==> src/rtl/fifo_pkg.sv <==
// Shared types and constants for the FIFO burst reader.
package fifo_pkg;

  localparam int unsigned COUNT_W = 8;

  typedef enum logic [2:0] {
    IDLE = 3'd0,
    REQ  = 3'd1,
    CAPT = 3'd2,
    SEND = 3'd3,
    DONE = 3'd4
  } state_t;

endpackage

==> src/rtl/fifo_reader_if.sv <==
// Bundle of FIFO-side, stream-side and status signals of fifo_reader.
interface fifo_reader_if #(
  parameter int unsigned WIDTH = 8
);

  logic                         start_i;
  logic                         fifo_empty_i;
  logic [WIDTH-1:0]             fifo_rdata_i;
  logic                         fifo_error_i;
  logic                         fifo_rd_en_o;
  logic                         m_valid_o;
  logic [WIDTH-1:0]             m_data_o;
  logic                         m_ready_i;
  logic                         busy_o;
  logic                         done_o;
  logic                         err_o;
  logic [fifo_pkg::COUNT_W-1:0] count_o;

  // Reader side
  modport master (
    input  start_i, fifo_empty_i, fifo_rdata_i, fifo_error_i, m_ready_i,
    output fifo_rd_en_o, m_valid_o, m_data_o, busy_o, done_o, err_o, count_o
  );

  // Environment side (FIFO, requester, downstream sink)
  modport slave (
    output start_i, fifo_empty_i, fifo_rdata_i, fifo_error_i, m_ready_i,
    input  fifo_rd_en_o, m_valid_o, m_data_o, busy_o, done_o, err_o, count_o
  );

endinterface

==> src/rtl/fifo_reader.sv <==
// Reads BURST_LEN words from a FIFO per start command and forwards them on a valid/ready stream.
// Optional macro FIFO_READER_TIMEOUT_EN aborts a burst after TIMEOUT consecutive empty cycles.
module fifo_reader
  import fifo_pkg::*;
#(
  parameter int unsigned WIDTH     = 8,
  parameter int unsigned BURST_LEN = 4,
  parameter int unsigned TIMEOUT   = 64
) (
  input logic           rd_clk_i,
  input logic           rst_i,
  fifo_reader_if.master bus
);

  localparam logic [COUNT_W-1:0] LAST_COUNT = COUNT_W'(BURST_LEN);

  if (BURST_LEN < 1 || BURST_LEN > 255 || TIMEOUT < 1 || TIMEOUT > 255) begin : g_bad_param
    $error("fifo_reader: BURST_LEN and TIMEOUT must be within 1..255");
  end

  state_t               state, next_state;
  logic                 valid_q, valid_d;
  logic [WIDTH-1:0]     data_q, data_d;
  logic [COUNT_W-1:0]   count_q, count_d;
  logic                 err_q, err_d;
  logic                 busy_q, busy_d;
  logic                 done_q, done_d;
  logic                 handshake;
  logic                 timeout_hit;

  assign handshake = (state == SEND) && bus.m_ready_i;

`ifdef FIFO_READER_TIMEOUT_EN
  localparam logic [COUNT_W-1:0] TMO_LAST = COUNT_W'(TIMEOUT - 1);

  logic [COUNT_W-1:0] tmo_cnt;

  // Consecutive empty cycles spent waiting in REQ
  always_ff @(posedge rd_clk_i or posedge rst_i) begin
    if (rst_i) begin
      tmo_cnt <= '0;
    end else if (state == REQ && bus.fifo_empty_i) begin
      tmo_cnt <= tmo_cnt + COUNT_W'(1);
    end else begin
      tmo_cnt <= '0;
    end
  end

  assign timeout_hit = (state == REQ) && bus.fifo_empty_i && (tmo_cnt == TMO_LAST);
`else
  assign timeout_hit = 1'b0;
`endif

  // State register
  always_ff @(posedge rd_clk_i or posedge rst_i) begin
    if (rst_i) begin
      state <= IDLE;
    end else begin
      state <= next_state;
    end
  end

  // Next-state logic
  always_comb begin
    next_state = state;
    unique case (state)
      IDLE: if (bus.start_i) next_state = REQ;
      REQ: begin
        if (!bus.fifo_empty_i) begin
          next_state = CAPT;
        end else if (timeout_hit) begin
          next_state = DONE;
        end
      end
      CAPT: next_state = SEND;
      SEND: begin
        if (bus.m_ready_i) begin
          next_state = ((count_q + COUNT_W'(1)) == LAST_COUNT) ? DONE : REQ;
        end
      end
      DONE:    next_state = IDLE;
      default: next_state = IDLE;
    endcase
  end

  // Next values of the registered outputs
  always_comb begin
    valid_d = valid_q;
    data_d  = data_q;
    count_d = count_q;
    err_d   = err_q;
    busy_d  = (next_state != IDLE);
    done_d  = (next_state == DONE);
    if (state == IDLE && bus.start_i) begin
      count_d = '0;
      err_d   = 1'b0;
    end
    if (state == CAPT) begin
      valid_d = 1'b1;
      data_d  = bus.fifo_rdata_i;
      if (bus.fifo_error_i) err_d = 1'b1;
    end
    if (handshake) begin
      valid_d = 1'b0;
      count_d = count_q + COUNT_W'(1);
    end
    if (timeout_hit) err_d = 1'b1;
  end

  always_ff @(posedge rd_clk_i or posedge rst_i) begin
    if (rst_i) begin
      valid_q <= 1'b0;
      data_q  <= '0;
      count_q <= '0;
      err_q   <= 1'b0;
      busy_q  <= 1'b0;
      done_q  <= 1'b0;
    end else begin
      valid_q <= valid_d;
      data_q  <= data_d;
      count_q <= count_d;
      err_q   <= err_d;
      busy_q  <= busy_d;
      done_q  <= done_d;
    end
  end

  // Read strobe must coincide with the REQ cycle, so it is decoded from state rather than registered
  assign bus.fifo_rd_en_o = (state == REQ) && !bus.fifo_empty_i;
  assign bus.m_valid_o    = valid_q;
  assign bus.m_data_o     = data_q;
  assign bus.count_o      = count_q;
  assign bus.err_o        = err_q;
  assign bus.busy_o       = busy_q;
  assign bus.done_o       = done_q;

endmodule

==> src/flat_wrapper.sv <==
// flat-port wrapper written by rule: the top's interface ports become plain ports
module fifo_reader_flat import fifo_pkg::*;
#(
  parameter int unsigned WIDTH     = 8,
  parameter int unsigned BURST_LEN = 4,
  parameter int unsigned TIMEOUT   = 64
)
  (rd_clk_i, rst_i, bus_start_i, bus_fifo_empty_i, bus_fifo_rdata_i, bus_fifo_error_i, bus_m_ready_i, bus_fifo_rd_en_o, bus_m_valid_o, bus_m_data_o, bus_busy_o, bus_done_o, bus_err_o, bus_count_o);
  fifo_reader_if #(.WIDTH(WIDTH)) bus_i ();
  input logic rd_clk_i;
  input logic rst_i;
  input wire logic [$bits(bus_i.start_i)-1:0] bus_start_i;
  input wire logic [$bits(bus_i.fifo_empty_i)-1:0] bus_fifo_empty_i;
  input wire logic [$bits(bus_i.fifo_rdata_i)-1:0] bus_fifo_rdata_i;
  input wire logic [$bits(bus_i.fifo_error_i)-1:0] bus_fifo_error_i;
  input wire logic [$bits(bus_i.m_ready_i)-1:0] bus_m_ready_i;
  output wire logic [$bits(bus_i.fifo_rd_en_o)-1:0] bus_fifo_rd_en_o;
  output wire logic [$bits(bus_i.m_valid_o)-1:0] bus_m_valid_o;
  output wire logic [$bits(bus_i.m_data_o)-1:0] bus_m_data_o;
  output wire logic [$bits(bus_i.busy_o)-1:0] bus_busy_o;
  output wire logic [$bits(bus_i.done_o)-1:0] bus_done_o;
  output wire logic [$bits(bus_i.err_o)-1:0] bus_err_o;
  output wire logic [$bits(bus_i.count_o)-1:0] bus_count_o;
  assign bus_i.start_i = bus_start_i;
  assign bus_i.fifo_empty_i = bus_fifo_empty_i;
  assign bus_i.fifo_rdata_i = bus_fifo_rdata_i;
  assign bus_i.fifo_error_i = bus_fifo_error_i;
  assign bus_i.m_ready_i = bus_m_ready_i;
  assign bus_fifo_rd_en_o = bus_i.fifo_rd_en_o;
  assign bus_m_valid_o = bus_i.m_valid_o;
  assign bus_m_data_o = bus_i.m_data_o;
  assign bus_busy_o = bus_i.busy_o;
  assign bus_done_o = bus_i.done_o;
  assign bus_err_o = bus_i.err_o;
  assign bus_count_o = bus_i.count_o;
  fifo_reader #(.WIDTH(WIDTH), .BURST_LEN(BURST_LEN), .TIMEOUT(TIMEOUT)) u_core (.rd_clk_i(rd_clk_i), .rst_i(rst_i), .bus(bus_i));
endmodule
==> config.mk <==
export PLATFORM = sky130hd
export DESIGN_NAME = fifo_reader_flat
export DESIGN_NICKNAME = d
export VERILOG_FILES = /design/src/rtl/fifo_pkg.sv /design/src/rtl/fifo_reader_if.sv /design/src/rtl/fifo_reader.sv /design/src/flat_wrapper.sv
export SDC_FILE = /design/constraint.sdc
export NUM_CORES = 1
export LEC_CHECK = 0
export CAP_MARGIN = 10
export CORE_MARGIN = 2
export CORE_UTILIZATION = 51
export CTS_BUF_LIST = sky130_fd_sc_hd__clkbuf_8
export CTS_CLUSTER_SIZE = 24
export DETAILED_ROUTE_END_ITERATION = 7
export PLACE_DENSITY_LB_ADDON = 0.3
export RECOVER_POWER = 100
export SLEW_MARGIN = 15
export SYNTH_ARGS = -nofsm -noshare
export SYNTH_HDL_FRONTEND = slang
export SYNTH_SLANG_ARGS = --single-unit
export TNS_END_PERCENT = 20
==> constraint.sdc <==
create_clock -name rd_clk_i -period 2.8 [get_ports rd_clk_i]
set_clock_uncertainty 0.15 [all_clocks]
set_input_delay 0.42 -clock rd_clk_i [delete_from_list [all_inputs] [get_ports rd_clk_i]]
set_output_delay 0.42 -clock rd_clk_i [all_outputs]
set_load 0.01 [all_outputs]
==> metrics.md <==
| Metric | Value |
|---|---|
| Status | complete, no violations |
| Overall power | 1.28 mW |
| Die ar. | 2540 sq um |
| Pin count of the biggest net entering global routing | 24 |
| Drt via density | 5.40 |
| RSZ-0062 raised after global routing | false |
| Die H | 50.4 um |
| Synth Register Bits | 23 |
| Startpoint class of the critical path | register |
| Min Tclk post-route | 2.26 ns |
| First-pass GRT wire length | 4080 um |
| Nets | 155 |
| Pre-CTS WS | 0.575 ns |
| Max-cap violations | 0 |
| DP HPWL | 1600 um |
| Worst reg2reg startpoint | u_core.state[0] |
| Post-Syn Area per Cell | 10.4 sq um |
| Post-route cell area | 1490 sq um |
| Post-CTS sizing | 0 |
| Clock Sinks | 23 |
| Post-synth top cells | 23 x dfrtp_1, 11 x nor2_1, 10 x nand2_1, 9 x o21ai_0, 8 x mux2_2 |
| Final WL | 2370 um |
| Min-delay worst type | register to register |
| CTS buffer count | 3 |
| Vias in the first global route | 908 |
| Largest cells by area after synthesis | dfrtp_1 52%, mux2_2 8.2%, o21ai_0 4.1% |
| Synth warn | 0 |
| # hold bufs at CTS | 0 |
| Yosys top cell area share | 52.3% |
| GRT Util Overall | 21.1% |
| Fmax | 443 MHz |
| Port Buffer Count | 34 |
| Hold path cells | 1 |
| Number of synthesized flops with an enable pin | 0 |
| Mapped Area | 1100 sq um |
| Initial antenna violation count | 0 |
| Drt drc | 0 |
| Placement row count | 16 |
| Sequential cell area | 576 sq um |
| Hold Startpoint | u_core.bus.m_valid_o |
| GPL Wtd Cong | 0.844 |
| Area Growth Syn to Fin | 35.2% |
| Die Wd | 50.4 um |
| TritonRoute pass-1 iters | 4 |
| R2R Setup Slk | 0.93 ns |
| Crit path arrival time | 1.69 ns |
| CORE AREA | 2000 sq um |
| Footprint of the multi-input gates | 480 sq um |
| Crit end category | primary output |
| Final WS setup | 0.543 ns |
| Ys flop type | dfrtp_1 |
| Sequential cell area fraction in the yosys report | 52.3% |
| Largest area contributor in the netlist | dfrtp_1 |
| Slew Limit Fails | 0 |
| Cell area power density | 861 nW/um^2 |
| Remaining global-route overflow | 0 |
| Clk slew on worst S/H paths | 0.08 ns |
| Max clock buf depth | 2 |
| Ys async rst share | 100% |
| Max FO, Critical Path | 10 |
| Distinct cells, synth | 31 |
| Fin cells | 165 |
| Post-CTS Setup Bufs | 0 |
| Clock Latency Late Sink | 0.26 ns |
| Cells after Synth | 106 |
| Reg-to-reg endpoint | u_core.bus.m_data_o[6] |
| # setup viols final | 0 |
| Share of cells above drive strength 1 | 7.97% |
| Top-count cell post-synth | dfrtp_1 |
| Starting density of the core | 54.9% |
| Filler cell count | 141 |
| R2R depth | 3 |
| Cells after DPL | 161 |
| Static leakage | 0.664 nW |
| Root Buffer | clkbuf_8 |
| Rel. slew slack | 44.2% |
| ANT cells | 0 |
| VDD IR max | 0.648 mV |
| Setup TNS | 0 ns |
| Ports | 35 |
| Fin. Hold Viols | 0 |
| CTS tree | built |
| Detailed Route Iter0 Violations | 18 |
| Final ANT Viol Nets | 0 |
| CTS HTree Levels | 1 |
| Hold EP | u_core.bus.m_valid_o |
| CP required | 2.23 ns |
| Vias post-DR | 891 |
| Slew at the pin closest to its max-slew limit | 0.836 ns |
| Final Cycle Share | 80.6% |
| Mapped Nets | 122 |
| WL/cell | 14.4 um |
| Critical path class | register to primary output |
| Placed inst area | 1440 sq um |
==> worst max-delay path by stage <==
stage / to / cells after the start / slack [ns] / startpoint
floorplan: u_core.bus.count_o[7] / 5 / 1.08 / u_core.state[0]
global route: bus_fifo_rd_en_o / 3 / 0.43 / u_core.state[0]
global placement: u_core.bus.count_o[7] / 5 / 0.59 / bus_start_i
finish: bus_fifo_rd_en_o / 3 / 0.54 / u_core.state[0]
detailed placement: u_core.bus.count_o[7] / 5 / 0.58 / bus_start_i
CTS: bus_fifo_rd_en_o / 3 / 0.61 / u_core.state[0]
==> logic make-up (layout without fill, tap and decap cells) <==
logic type | count (synthesis) | count (layout) | share of synthesized area (%)
buffers and inverters | 9 | 41 | 3.98
adders and majority gates | 2 | 2 | 2.27
muxes | 8 | 8 | 8.19
DFF | 23 | 23 | 52.3
AOI/OAI and AO/OA | 19 | 19 | 10.9
xor gates and xnor gates | 5 | 5 | 3.98
and+or+nand+nor | 40 | 40 | 18.3
==> critical path: stages (launching register included) <==
cell and delay, ns:
dfrtp_1 0.50, nand2b_1 0.16, nor3_1 0.15, dlygate4sd3_1 0.62
==> placed cells by master, fill, tap and decap left out, drive strengths merged <==
cell / netlist / layout
a22oi: 1 / 1
clkdlybuf4s50: 0 / 10
dlygate4sd3: 0 / 24
nand2b: 2 / 2
o21ai: 9 / 9
nor4: 1 / 1
o2bb2ai: 1 / 1
nor4bb: 2 / 2
xnor2: 3 / 3
o31ai: 1 / 1
xor2: 2 / 2
dfrtp: 23 / 23
o211a: 1 / 1
inv: 3 / 4
o21bai: 1 / 1
nor2: 11 / 11
nand4: 2 / 2
nor3: 2 / 2
nand2: 10 / 10
nand3: 5 / 5
or3: 1 / 1
a21o: 2 / 2
mux2: 8 / 8
or3b: 1 / 1
a21oi: 2 / 2
a22o: 1 / 1
clkbuf: 3 / 3
ha: 2 / 2
nor2b: 1 / 1
nand4b: 1 / 1
and2: 1 / 1
==> registers in the layout, summed over array words and instances, names as in the netlist <==
signal	cells
u_core.bus.busy_o	1
u_core.bus.count_o	8
u_core.bus.done_o	1
u_core.bus.err_o	1
u_core.bus.m_data_o	8
u_core.bus.m_valid_o	1
u_core.state	3
==> layout make-up <==
class | instances | area share [%]
Clock buffer | 3 | 2.78
Clock inverter | 1 | 0.253
Inverter | 3 | 0.758
Multi-Input combinational cell | 74 | 32.3
Sequential cell | 23 | 38.7
Tap cell | 27 | 2.27
Timing Repair Buffer | 34 | 22.9
==> routing by layer <==
layer	up-vias	wire length (um)	global-route usage (%)	share of wire [%]
li1	434	-	-	-
met1	426	1030	25.7	43
met2	27	1210	38.8	51
met3	4	109	2.08	4.6
met4	0	22	6.76	0.93
met5	-	0	0	0
==> report_power, final <==
part / leakage (nW) / internal [mW] / switching, mW
combinational: 0.348 / 0.289 / 0.237
clock: 0.0269 / 0.0979 / 0.103
sequential: 0.289 / 0.444 / 0.108
==> stage by stage <==
stage / util [%] / hold WS [ns]
floorplan: - / 0.272
global placement: 72.0 / 0.313
detailed placement: 72.0 / 0.321
CTS: 74.3 / 0.338
global route: 74.3 / 0.349
finish: 74.3 / 0.326
No activity file was read; power rests on OpenSTA's default activity.
